**config.mk**
```make
export PLATFORM = sky130hd
export DESIGN_NAME = spi_master_ctrl_flat
export DESIGN_NICKNAME = d
export VERILOG_FILES = /design/src/rtl/spi_master_ctrl_pkg.sv /design/src/rtl/spi_master_ctrl_if.sv /design/src/rtl/spi_clkgen.sv /design/src/rtl/spi_master_ctrl.sv /design/src/flat_wrapper.sv
export SDC_FILE = /design/constraint.sdc
export NUM_CORES = 1
export LEC_CHECK = 0
export ABC_CLOCK_PERIOD_IN_PS = 2460
export CORE_ASPECT_RATIO = 1.4
export CORE_UTILIZATION = 45
export DETAILED_ROUTE_END_ITERATION = 16
export PLACE_DENSITY = 0.71
export SYNTH_ARGS = -nofsm -noshare
export SYNTH_HDL_FRONTEND = slang
export SYNTH_SLANG_ARGS = --single-unit
export TNS_END_PERCENT = 50
```
**constraint.sdc**
```tcl
create_clock -name clk -period 2.46 [get_ports clk]
set_clock_uncertainty 0.1 [all_clocks]
set_input_delay 0.492 -clock clk [delete_from_list [all_inputs] [get_ports clk]]
set_output_delay 0.492 -clock clk [all_outputs]
set_load 0.02 [all_outputs]
```
**src/rtl/spi_master_ctrl_pkg.sv**
```systemverilog
// Shared definitions for the SPI master controller: FSM states and byte framing constants.
package spi_master_ctrl_pkg;

  localparam int SPI_BITS_PER_BYTE    = 8;
  localparam int SPI_TOGGLES_PER_BYTE = 16;
  // Wide enough to count 0..SPI_TOGGLES_PER_BYTE-1 sclk toggles.
  localparam int TOG_BITS             = 5;

  typedef enum logic [1:0] {
    ST_IDLE = 2'd0,
    ST_XFER = 2'd1,
    ST_HOLD = 2'd2,
    ST_GAP  = 2'd3
  } state_t;

endpackage

```
**src/rtl/spi_master_ctrl_if.sv**
```systemverilog
// Command/response bus of the SPI master: byte commands in, received bytes out.
interface spi_master_ctrl_if
  import spi_master_ctrl_pkg::*;
#(
  parameter int CS_BITS = 2
);

  logic                         cmd_valid;
  logic                         cmd_ready;
  logic [SPI_BITS_PER_BYTE-1:0] cmd_data;
  logic [CS_BITS-1:0]           cmd_cs;
  logic                         cmd_last;
  logic                         rsp_valid;
  logic [SPI_BITS_PER_BYTE-1:0] rsp_data;
  logic                         rsp_err;

  // Requester side (bus agent issuing commands).
  modport master (
    output cmd_valid, cmd_data, cmd_cs, cmd_last,
    input  cmd_ready, rsp_valid, rsp_data, rsp_err
  );

  // Controller side.
  modport slave (
    input  cmd_valid, cmd_data, cmd_cs, cmd_last,
    output cmd_ready, rsp_valid, rsp_data, rsp_err
  );

endinterface

```
**src/rtl/spi_clkgen.sv**
```systemverilog
// Half-period down-counter: strobes once every div+1 enabled cycles and reports
// whether that strobe is a rising or falling sclk edge given the current level.
module spi_clkgen #(
  parameter int DIV_BITS = 8
) (
  input  logic                clk,
  input  logic                rst_n,
  input  logic                load_i,
  input  logic [DIV_BITS-1:0] div_i,
  input  logic                en_i,
  input  logic                phase_i,
  output logic                tick_o,
  output logic                rise_o,
  output logic                fall_o
);

  logic [DIV_BITS-1:0] cnt_q, cnt_d;

  // Tick must not depend on load_i: the controller derives load from tick.
  assign tick_o = en_i && (cnt_q == '0);
  assign rise_o = tick_o && !phase_i;
  assign fall_o = tick_o && phase_i;

  // Next count: explicit load wins, otherwise count down and reload on expiry.
  always_comb begin
    cnt_d = cnt_q;
    if (load_i) begin
      cnt_d = div_i;
    end else if (en_i) begin
      cnt_d = (cnt_q == '0) ? div_i : cnt_q - 1'b1;
    end
  end

  // Counter register.
  always_ff @(posedge clk) begin
    if (!rst_n) begin
      cnt_q <= '0;
    end else begin
      cnt_q <= cnt_d;
    end
  end

endmodule

```
**src/rtl/spi_master_ctrl.sv**
```systemverilog
// Mode-0, MSB-first SPI master: sequences byte commands, owns chip selects and
// keeps the select low between bytes until a command marked last completes.
module spi_master_ctrl
  import spi_master_ctrl_pkg::*;
#(
  parameter int NUM_CS   = 4,
  parameter int CS_BITS  = 2,
  parameter int DIV_BITS = 8
) (
  input  logic                clk,
  input  logic                rst_n,
  input  logic [DIV_BITS-1:0] cfg_div,
  spi_master_ctrl_if.slave    bus,
  output logic                sclk,
  output logic [NUM_CS-1:0]   ncs,
  output logic                mosi,
  input  logic                miso
);

  state_t                       state_q, state_d;
  logic [SPI_BITS_PER_BYTE-1:0] tx_q, tx_d, rx_q, rx_d, rsp_data_q, rsp_data_d;
  logic [CS_BITS-1:0]           cs_q, cs_d;
  logic [DIV_BITS-1:0]          div_q, div_d;
  logic [TOG_BITS-1:0]          tog_q, tog_d;
  logic [NUM_CS-1:0]            ncs_q, ncs_d;
  logic                         last_q, last_d, sclk_q, sclk_d, mosi_q, mosi_d;
  logic                         rsp_valid_q, rsp_valid_d, rsp_err_q, rsp_err_d;

  logic                         cmd_ready, accept, cs_err;
  logic                         cg_load, cg_en, cg_tick, cg_rise, cg_fall;
  logic [DIV_BITS-1:0]          cg_div;
  logic [NUM_CS-1:0]            sel_cmd_n, sel_q_n;

  assign cmd_ready = (state_q == ST_IDLE) || (state_q == ST_HOLD);
  assign accept    = bus.cmd_valid && cmd_ready;
  // Out-of-range targets are clocked normally but select nobody and flag an error.
  assign cs_err    = ({1'b0, cs_q} >= (CS_BITS + 1)'(NUM_CS));

  // Active-low one-hot select decodes for the incoming and the latched target.
  for (genvar gi = 0; gi < NUM_CS; gi++) begin : g_cs_dec
    assign sel_cmd_n[gi] = (bus.cmd_cs != CS_BITS'(gi));
    assign sel_q_n[gi]   = (cs_q != CS_BITS'(gi));
  end

  spi_clkgen #(.DIV_BITS(DIV_BITS)) u_clkgen (
    .clk     (clk),
    .rst_n   (rst_n),
    .load_i  (cg_load),
    .div_i   (cg_div),
    .en_i    (cg_en),
    .phase_i (sclk_q),
    .tick_o  (cg_tick),
    .rise_o  (cg_rise),
    .fall_o  (cg_fall)
  );

  // Next-state and datapath: command latch, select handling, bit shifting, response.
  always_comb begin
    state_d     = state_q;
    tx_d        = tx_q;
    rx_d        = rx_q;
    cs_d        = cs_q;
    last_d      = last_q;
    div_d       = div_q;
    tog_d       = tog_q;
    ncs_d       = ncs_q;
    sclk_d      = sclk_q;
    mosi_d      = mosi_q;
    rsp_valid_d = 1'b0;
    rsp_data_d  = rsp_data_q;
    rsp_err_d   = 1'b0;
    cg_load     = 1'b0;
    cg_div      = div_q;
    cg_en       = 1'b0;

    if (accept) begin
      tx_d    = bus.cmd_data;
      cs_d    = bus.cmd_cs;
      last_d  = bus.cmd_last;
      div_d   = cfg_div;
      rx_d    = '0;
      tog_d   = '0;
      sclk_d  = 1'b0;
      cg_load = 1'b1;
      cg_div  = cfg_div;
    end

    case (state_q)
      ST_IDLE: begin
        if (accept) begin
          state_d = ST_XFER;
          ncs_d   = sel_cmd_n;
          mosi_d  = bus.cmd_data[SPI_BITS_PER_BYTE-1];
        end
      end
      ST_HOLD: begin
        if (accept) begin
          if (bus.cmd_cs == cs_q) begin
            // Same slave: continue without touching the select.
            state_d = ST_XFER;
            mosi_d  = bus.cmd_data[SPI_BITS_PER_BYTE-1];
          end else begin
            // New slave: deselect everyone for one half-period first.
            state_d = ST_GAP;
            ncs_d   = '1;
          end
        end
      end
      ST_GAP: begin
        cg_en = 1'b1;
        if (cg_tick) begin
          state_d = ST_XFER;
          ncs_d   = sel_q_n;
          mosi_d  = tx_q[SPI_BITS_PER_BYTE-1];
          cg_load = 1'b1;
        end
      end
      ST_XFER: begin
        cg_en = 1'b1;
        if (cg_tick) begin
          sclk_d = ~sclk_q;
          tog_d  = tog_q + 1'b1;
          if (cg_rise) begin
            rx_d = {rx_q[SPI_BITS_PER_BYTE-2:0], miso};
          end
          if (cg_fall) begin
            tx_d   = {tx_q[SPI_BITS_PER_BYTE-2:0], 1'b0};
            mosi_d = tx_q[SPI_BITS_PER_BYTE-2];
          end
          if (tog_q == TOG_BITS'(SPI_TOGGLES_PER_BYTE - 1)) begin
            rsp_valid_d = 1'b1;
            rsp_data_d  = rx_q;
            rsp_err_d   = cs_err;
            mosi_d      = 1'b0;
            if (last_q) begin
              state_d = ST_IDLE;
              ncs_d   = '1;
            end else begin
              state_d = ST_HOLD;
            end
          end
        end
      end
      default: state_d = ST_IDLE;
    endcase
  end

  // State and datapath registers; reset aborts any transfer without a response.
  always_ff @(posedge clk) begin
    if (!rst_n) begin
      state_q     <= ST_IDLE;
      tx_q        <= '0;
      rx_q        <= '0;
      cs_q        <= '0;
      last_q      <= 1'b0;
      div_q       <= '0;
      tog_q       <= '0;
      ncs_q       <= '1;
      sclk_q      <= 1'b0;
      mosi_q      <= 1'b0;
      rsp_valid_q <= 1'b0;
      rsp_data_q  <= '0;
      rsp_err_q   <= 1'b0;
    end else begin
      state_q     <= state_d;
      tx_q        <= tx_d;
      rx_q        <= rx_d;
      cs_q        <= cs_d;
      last_q      <= last_d;
      div_q       <= div_d;
      tog_q       <= tog_d;
      ncs_q       <= ncs_d;
      sclk_q      <= sclk_d;
      mosi_q      <= mosi_d;
      rsp_valid_q <= rsp_valid_d;
      rsp_data_q  <= rsp_data_d;
      rsp_err_q   <= rsp_err_d;
    end
  end

  assign sclk          = sclk_q;
  assign ncs           = ncs_q;
  assign mosi          = mosi_q;
  assign bus.cmd_ready = cmd_ready;
  assign bus.rsp_valid = rsp_valid_q;
  assign bus.rsp_data  = rsp_data_q;
  assign bus.rsp_err   = rsp_err_q;

endmodule

```
**src/flat_wrapper.sv**
```systemverilog
// flat-port wrapper written by rule: the top's interface ports become plain ports
module spi_master_ctrl_flat import spi_master_ctrl_pkg::*;
#(
  parameter int NUM_CS   = 4,
  parameter int CS_BITS  = 2,
  parameter int DIV_BITS = 8
)
  (clk, rst_n, cfg_div, sclk, ncs, mosi, miso, bus_cmd_valid, bus_cmd_data, bus_cmd_cs, bus_cmd_last, bus_cmd_ready, bus_rsp_valid, bus_rsp_data, bus_rsp_err);
  spi_master_ctrl_if #(.CS_BITS(CS_BITS)) bus_i ();
  input  logic clk;
  input  logic rst_n;
  input  logic [DIV_BITS-1:0] cfg_div;
  output logic sclk;
  output logic [NUM_CS-1:0] ncs;
  output logic mosi;
  input  logic miso;
  input wire logic [$bits(bus_i.cmd_valid)-1:0] bus_cmd_valid;
  input wire logic [$bits(bus_i.cmd_data)-1:0] bus_cmd_data;
  input wire logic [$bits(bus_i.cmd_cs)-1:0] bus_cmd_cs;
  input wire logic [$bits(bus_i.cmd_last)-1:0] bus_cmd_last;
  output wire logic [$bits(bus_i.cmd_ready)-1:0] bus_cmd_ready;
  output wire logic [$bits(bus_i.rsp_valid)-1:0] bus_rsp_valid;
  output wire logic [$bits(bus_i.rsp_data)-1:0] bus_rsp_data;
  output wire logic [$bits(bus_i.rsp_err)-1:0] bus_rsp_err;
  assign bus_i.cmd_valid = bus_cmd_valid;
  assign bus_i.cmd_data = bus_cmd_data;
  assign bus_i.cmd_cs = bus_cmd_cs;
  assign bus_i.cmd_last = bus_cmd_last;
  assign bus_cmd_ready = bus_i.cmd_ready;
  assign bus_rsp_valid = bus_i.rsp_valid;
  assign bus_rsp_data = bus_i.rsp_data;
  assign bus_rsp_err = bus_i.rsp_err;
  spi_master_ctrl #(.NUM_CS(NUM_CS), .CS_BITS(CS_BITS), .DIV_BITS(DIV_BITS)) u_core (.clk(clk), .rst_n(rst_n), .cfg_div(cfg_div), .bus(bus_i), .sclk(sclk), .ncs(ncs), .mosi(mosi), .miso(miso));
endmodule
```
; ---- Yosys cells after proc, flatten, opt, wreduce, memory -nomap -nowiden
; Index checks and enable logic that the tools add are counted.
[word_totals]
regBits = 57
output_inout_bits = 17
wordCells = 100
[classes]
addsub = 2
n_eq_ne = 20
muxes = 47
bitwise = 1
n_reduce_logical = 17
[op_table]
columns = cell, count
row1 = two-way mux 8 bit, 12
row2 = two-way mux 4 bit, 7
row3 = inequality test 2 bit (second input constant), 8
row4 = one-hot mux 4 bit (4 select lines), 1
row5 = two-way mux 1 bit, 15
row6 = two-way mux 5 bit, 3
row7 = two-way mux 2 bit, 7
row8 = inequality test 2 x 1 -> 1 bit (second input constant), 6
row9 = logical NOT 8 bit, 1
row10 = one-hot mux 2 bit (4 select lines), 1
row11 = subtractor 8 x 1 -> 8 bit (second input constant), 1
row12 = AND reduction 7 bit, 1
row13 = AND reduction 3 bit, 2
row14 = AND reduction 6 bit, 1
row15 = nonzero test 2 bit, 3
row16 = adder 5 x 1 -> 5 bit (second input constant), 1
row17 = == test 5 x 4 -> 1 bit (second input constant), 1
row18 = AND reduction 5 bit, 1
row19 = == test 2 bit (second input constant), 2
row20 = logical AND 1 bit, 4
row21 = one-hot mux 1 bit (4 select lines), 1
row22 = inequality test 3 x 1 -> 1 bit (second input constant), 1
row23 = == test 2 x 1 -> 1 bit (second input constant), 1
row24 = == test 2 bit, 1
row25 = 5 further kinds, 5

; ---- Depth between registers and ports, before layout
[logic_depth]
ltp_word = 9
depth_mapped = 7

; ---- By module
; A second synthesis with hierarchy kept.
[unflattened]
cells_unflattened = 345
area_unflattened_um2 = 2855.2
[by_module_without_submodules]
columns = module, n_inst, cells_per_inst, area_per_inst_um2
row1 = spi_master_ctrl, 1, 273, 2245.9
row2 = spi_clkgen, 1, 72, 609.3

; ---- Least setup slack after synthesis
; No wires, ideal clock.
[synth_timing]
path_type = reg2reg
from = register u_core.state_q[0]
to = register u_core.ncs_q[1], in the netlist u_core.ncs[1]
setup_time_ns = 0.079
arrival_ns = 1.936
required_time_ns = 2.281
setup_slack_ns = 0.345
path_stages_with_launch = 8
path_buffers = 1
period_less_slack_ns = 2.115
cell_sequence = dfxtp_1 -> inv_1 -> ha_1 -> or2_2 -> nor2b_1 -> clkbuf_1 -> or3_4 -> o211ai_1
[synth_between]
word_cells_on_any_way = 18
cone_classes = 10 x eq/ne / 2 x mux / 6 x reduce/logical
[synth_rtl]
columns = item, line
row1 = start: declaration, spi_master_ctrl.sv:20  ; state_t state_q, state_d;
row2 = start signal: assignment, spi_master_ctrl.sv:165  ; state_q <= state_d;
row3 = == test 2 bit / logical NOT 2 bit (equally long branches), spi_master_ctrl.sv:34  ; assign cmd_ready = (state_q == ST_IDLE) || (state_q == ST_HOLD);
row4 = logical OR 1 bit *, spi_master_ctrl.sv:34
row5 = via bus_cmd_ready, flat_wrapper.sv:21  ; output wire logic [$bits(bus_i.cmd_ready)-1:0] bus_cmd_ready;
row6 = logical AND 1 bit *, spi_master_ctrl.sv:35  ; assign accept = bus.cmd_valid && cmd_ready;
row7 = inequality test 2 x 1 -> 1 bit (no source line), --
row8 = AND reduction 7 bit (no source line) *, --
row9 = end signal: assignment, spi_master_ctrl.sv:172  ; ncs_q <= ncs_d;
row10 = end: declaration, spi_master_ctrl.sv:25  ; logic [NUM_CS-1:0] ncs_q, ncs_d;
; The timed path passes the listed nets; every way through them passes the cells marked *.
; A chain may end at the register's enable or synchronous reset.

; ---- Final worst setup path
[layout_timing]
from = register u_core.state_q[0]
to = output bus_cmd_ready
[layout_between]
elab_chain_cells = 2
word_cells_on_any_way = 3
cone_classes = 1 x eq/ne / 2 x reduce/logical
[layout_rtl]
columns = item, line
row1 = == test 2 bit / logical NOT 2 bit (equally long branches), spi_master_ctrl.sv:34
row2 = logical OR 1 bit *, spi_master_ctrl.sv:34
row3 = end: declaration, flat_wrapper.sv:21
; Every way passes the cells marked *; elsewhere a longest branch is shown, timed or not.

==> impl_metrics.ini <==
[floorplan]
ios = 40
die_area_sq_mm = 0.00663
chipHeight_um = 95.9
start_util = 0.474
die_w_um = 69.1
coreArea_sq_mm = 0.00599
rows = 33

[placed_design]
place_area_sq_mm = 0.00333
io_buffers = 38
gp_congestion = 0.853
place_hpwl_um = 4360

[setup_path]
max_stage_delay_ns = 0.41
cp-start-kind = register
critPathRequiredTime_ns = 1.87
crit_arrival_ns = 1.77
crit_path_end_kind = output pin
slowest_stage = dfxtp_1
worst-r2r-setup-slack_ns = 0.26
cp_cell_sequence = inv_1 > ha_1 > or2_2 > dlygate4sd2_1
critPathKind = register to output pin
r2r_start = u_core.state_q[0]
reg2reg_to = u_core.tx_q[1]
ff2ff_path_depth = 6
cp_top_family = buffers and inverters
cp_max_fo = 9
cp_num_buf_inv = 2

[final_layout]
utilization = 0.588
nets = 405
final_area_sq_mm = 0.00352
fillerInstances = 551
drive_above_1_share = 0.124
synthToLayoutAreaGrowth_pct = 24.2
antenna_cells = 0

[routing]
detail-route-antenna-nets = 0
route.detailed.drc = 0
wl_per_cell_um = 14.2
vias_per_cell = 5.60
dr.pass1.iters = 4
num_vias = 2516
first_iter_violations = 152
routed_wl_um = 6370

[synthesis]
synth_ff_type = dfxtp_1
yosys_warnings = 0
syn-cell-area_sq_mm = 0.00284
async_reset_ff_frac = 0
synth_seq_cells = 57
syn_avg_cell_area_sq_um = 8.49
yosysSeqAreaShare = 0.402
synth.distinct_cells = 58
syn-num-nets = 365
synth_edf_count = 0
synthCells = 334

[worst_hold_path]
holdPathStages = 2
hp-class = register to register
hold_start = u_core.div_q[7]
hold-path-endpoint = u_core.div_q[7]

[sta]
final.min_clock_period_ns = 2.36
fin_setup_tns_ns = 0
worst_pin_slew_ns = 0.787
slew_headroom = 0.476
setup_violations = 0
hold_viol = 0
fin_crit_sh = 0.961
fmax_ghz = 0.423
rsz0062_at_grt = false
drv_slew = 0

[global_route]
grt_usage = 0.202
antenna_found_initial = 0
grt_overflow_total = 0
grt_pass1_wl_um = 10800
grt_max_degree = 24
grt_pass1_vias = 2398

[power_and_ir_drop]
irDropWorstVdd_mv = 0.460
power_density_mw_per_mm2 = 1030
power_w = 0.00364
p_leak_nw = 1.35

[run]
maxCapViolations = 0

[cts]
clock_sinks = 57
cts_tree = built
cts_max_level = 3
cts.clk_slew.worst_paths_ns = 0.06
clockBufferDepth = 2
clk_latency_ns = 0.34
root_buffer = clkbuf_8
post-cts-setup-buffers = 0
tritoncts.num_buffers = 9

[status]
status = finished, final reports clean
-- cells in the final DEF, fill, tap and decap left out, types with 7 or more instances in the layout --
cell type | netlist | layout
dfxtp_1 | 57 | 57
nand2_1 | 44 | 44
clkdlybuf4s50_1 | 0 | 37
nor2_1 | 30 | 30
a21oi_1 | 30 | 30
mux2i_1 | 14 | 14
o21ai_0 | 13 | 13
nand3_1 | 12 | 12
buf_4 | 3 | 11
o211ai_1 | 10 | 10
clkbuf_8 | 0 | 10
inv_1 | 8 | 8
ha_1 | 8 | 8
a311oi_1 | 7 | 7
-- worst max-delay path by stage --
stage / from / end / slack [ns] / cells after the start
2_1_floorplan: u_core.state_q[0] / u_core.ncs[1] / 0.34 / 7
3_3_place_gp: u_core.state_q[0] / bus_cmd_ready / 0.27 / 4
3_5_place_dp: u_core.state_q[0] / bus_cmd_ready / 0.24 / 4
4_1_cts: u_core.state_q[0] / bus_cmd_ready / 0.09 / 4
5_1_grt: u_core.state_q[0] / bus_cmd_ready / 0.03 / 4
6_report: u_core.state_q[0] / bus_cmd_ready / 0.1 / 4
-- report_power, final --
| group | internal, W | total (W) | switching, W | leakage, nW |
|---|---|---|---|---|
| sequential | 0.00107 | 0.00123 | 0.000155 | 0.465 |
| combinational | 0.000671 | 0.00155 | 0.000880 | 0.783 |
| clock | 0.000487 | 0.000856 | 0.000369 | 0.102 |
| total | 0.00223 | 0.00364 | 0.00140 | 1.35 |
-- cells by family after synthesis --
family          synth area share
buf+inv                   0.0477
fa+ha+maj                 0.0353
xor+xnor                 0.00618
other cells              0.00132
compound gates             0.208
simple gates               0.245
flops                      0.402
mux                       0.0534
-- stage by stage --
step / std cells / worst slack (ns) / hold slack (ns)
floorplan: 334 / 0.345 / 0.332
global placement: 433 / 0.266 / 0.340
detailed placement: 433 / 0.242 / 0.348
CTS: 449 / 0.0947 / 0.358
global route: 449 / 0.0326 / 0.376
finish: 449 / 0.0956 / 0.356
-- worst register-to-register path, cell delays in order, from the launching register on --
cell      delay, ns
dfxtp_1        0.41
inv_1          0.09
ha_1           0.30
o21ai_2        0.67
buf_12         0.23
nand2_1        0.06
a311oi_1       0.26
-- state kept, by name, indices dropped and copies added (netlist names) --
signal                 count
u_core.rx_q                8
u_core.state_q             2
u_core.bus.rsp_valid       1
u_core.tx_q                8
u_core.cs_q                2
u_core.tog_q               5
u_core.mosi                1
u_core.u_clkgen.cnt_q      8
u_core.last_q              1
u_core.bus.rsp_data        8
u_core.ncs                 4
u_core.sclk                1
u_core.div_q               8
-- synthesized netlist by cell type, drive strengths merged (3+ instances only) --
master / n / area (sq um)
o31ai: 3 / 22.5
nor2: 30 / 113
clkbuf: 17 / 63.8
and3: 4 / 25.0
or3b: 8 / 70.1
nor2b: 3 / 18.8
nand4: 3 / 25.0
a31oi: 4 / 25.0
o41ai: 3 / 26.3
a311oi: 7 / 61.3
a21oi: 31 / 159
mux2i: 14 / 140
dfxtp: 57 / 1140
buf: 5 / 37.5
nand2: 44 / 165
o21ai: 14 / 70.1
nor4: 4 / 25.0
o211ai: 10 / 75.1
o21a: 3 / 22.5
ha: 8 / 100
nand3: 13 / 77.6
inv: 8 / 30.0
or3: 5 / 36.3
nor3: 5 / 36.3
-- routing by layer --
| metal | part of all wire | track usage | vias up |
|---|---|---|---|
| met2 | 0.49 | 0.362 | 47 |
| li1 | - | - | 1286 |
| met1 | 0.45 | 0.230 | 1176 |
| met4 | 0.011 | 0.0867 | 0 |
| met5 | 0 | 0 | - |
| met3 | 0.044 | 0.0450 | 7 |
-- cell type report --
class	instances	area [sq um]	area share
Clock buffer	10	138	0.0391
Inverter	9	33.8	0.00959
Timing Repair Buffer	51	502	0.142
Tap cell	70	87.6	0.0249
Sequential cell	57	1140	0.324
Clock inverter	6	57.6	0.0163
Multi-Input combinational cell	246	1560	0.444
-- repair_timing --
item	4_1_cts	5_1_grt
endpoints found under the hold margin	0	0
setup endpoints to repair	1	0
gates resized for setup	1	0
hold buffers	0	0
No activity file was read; power rests on OpenSTA's default activity.
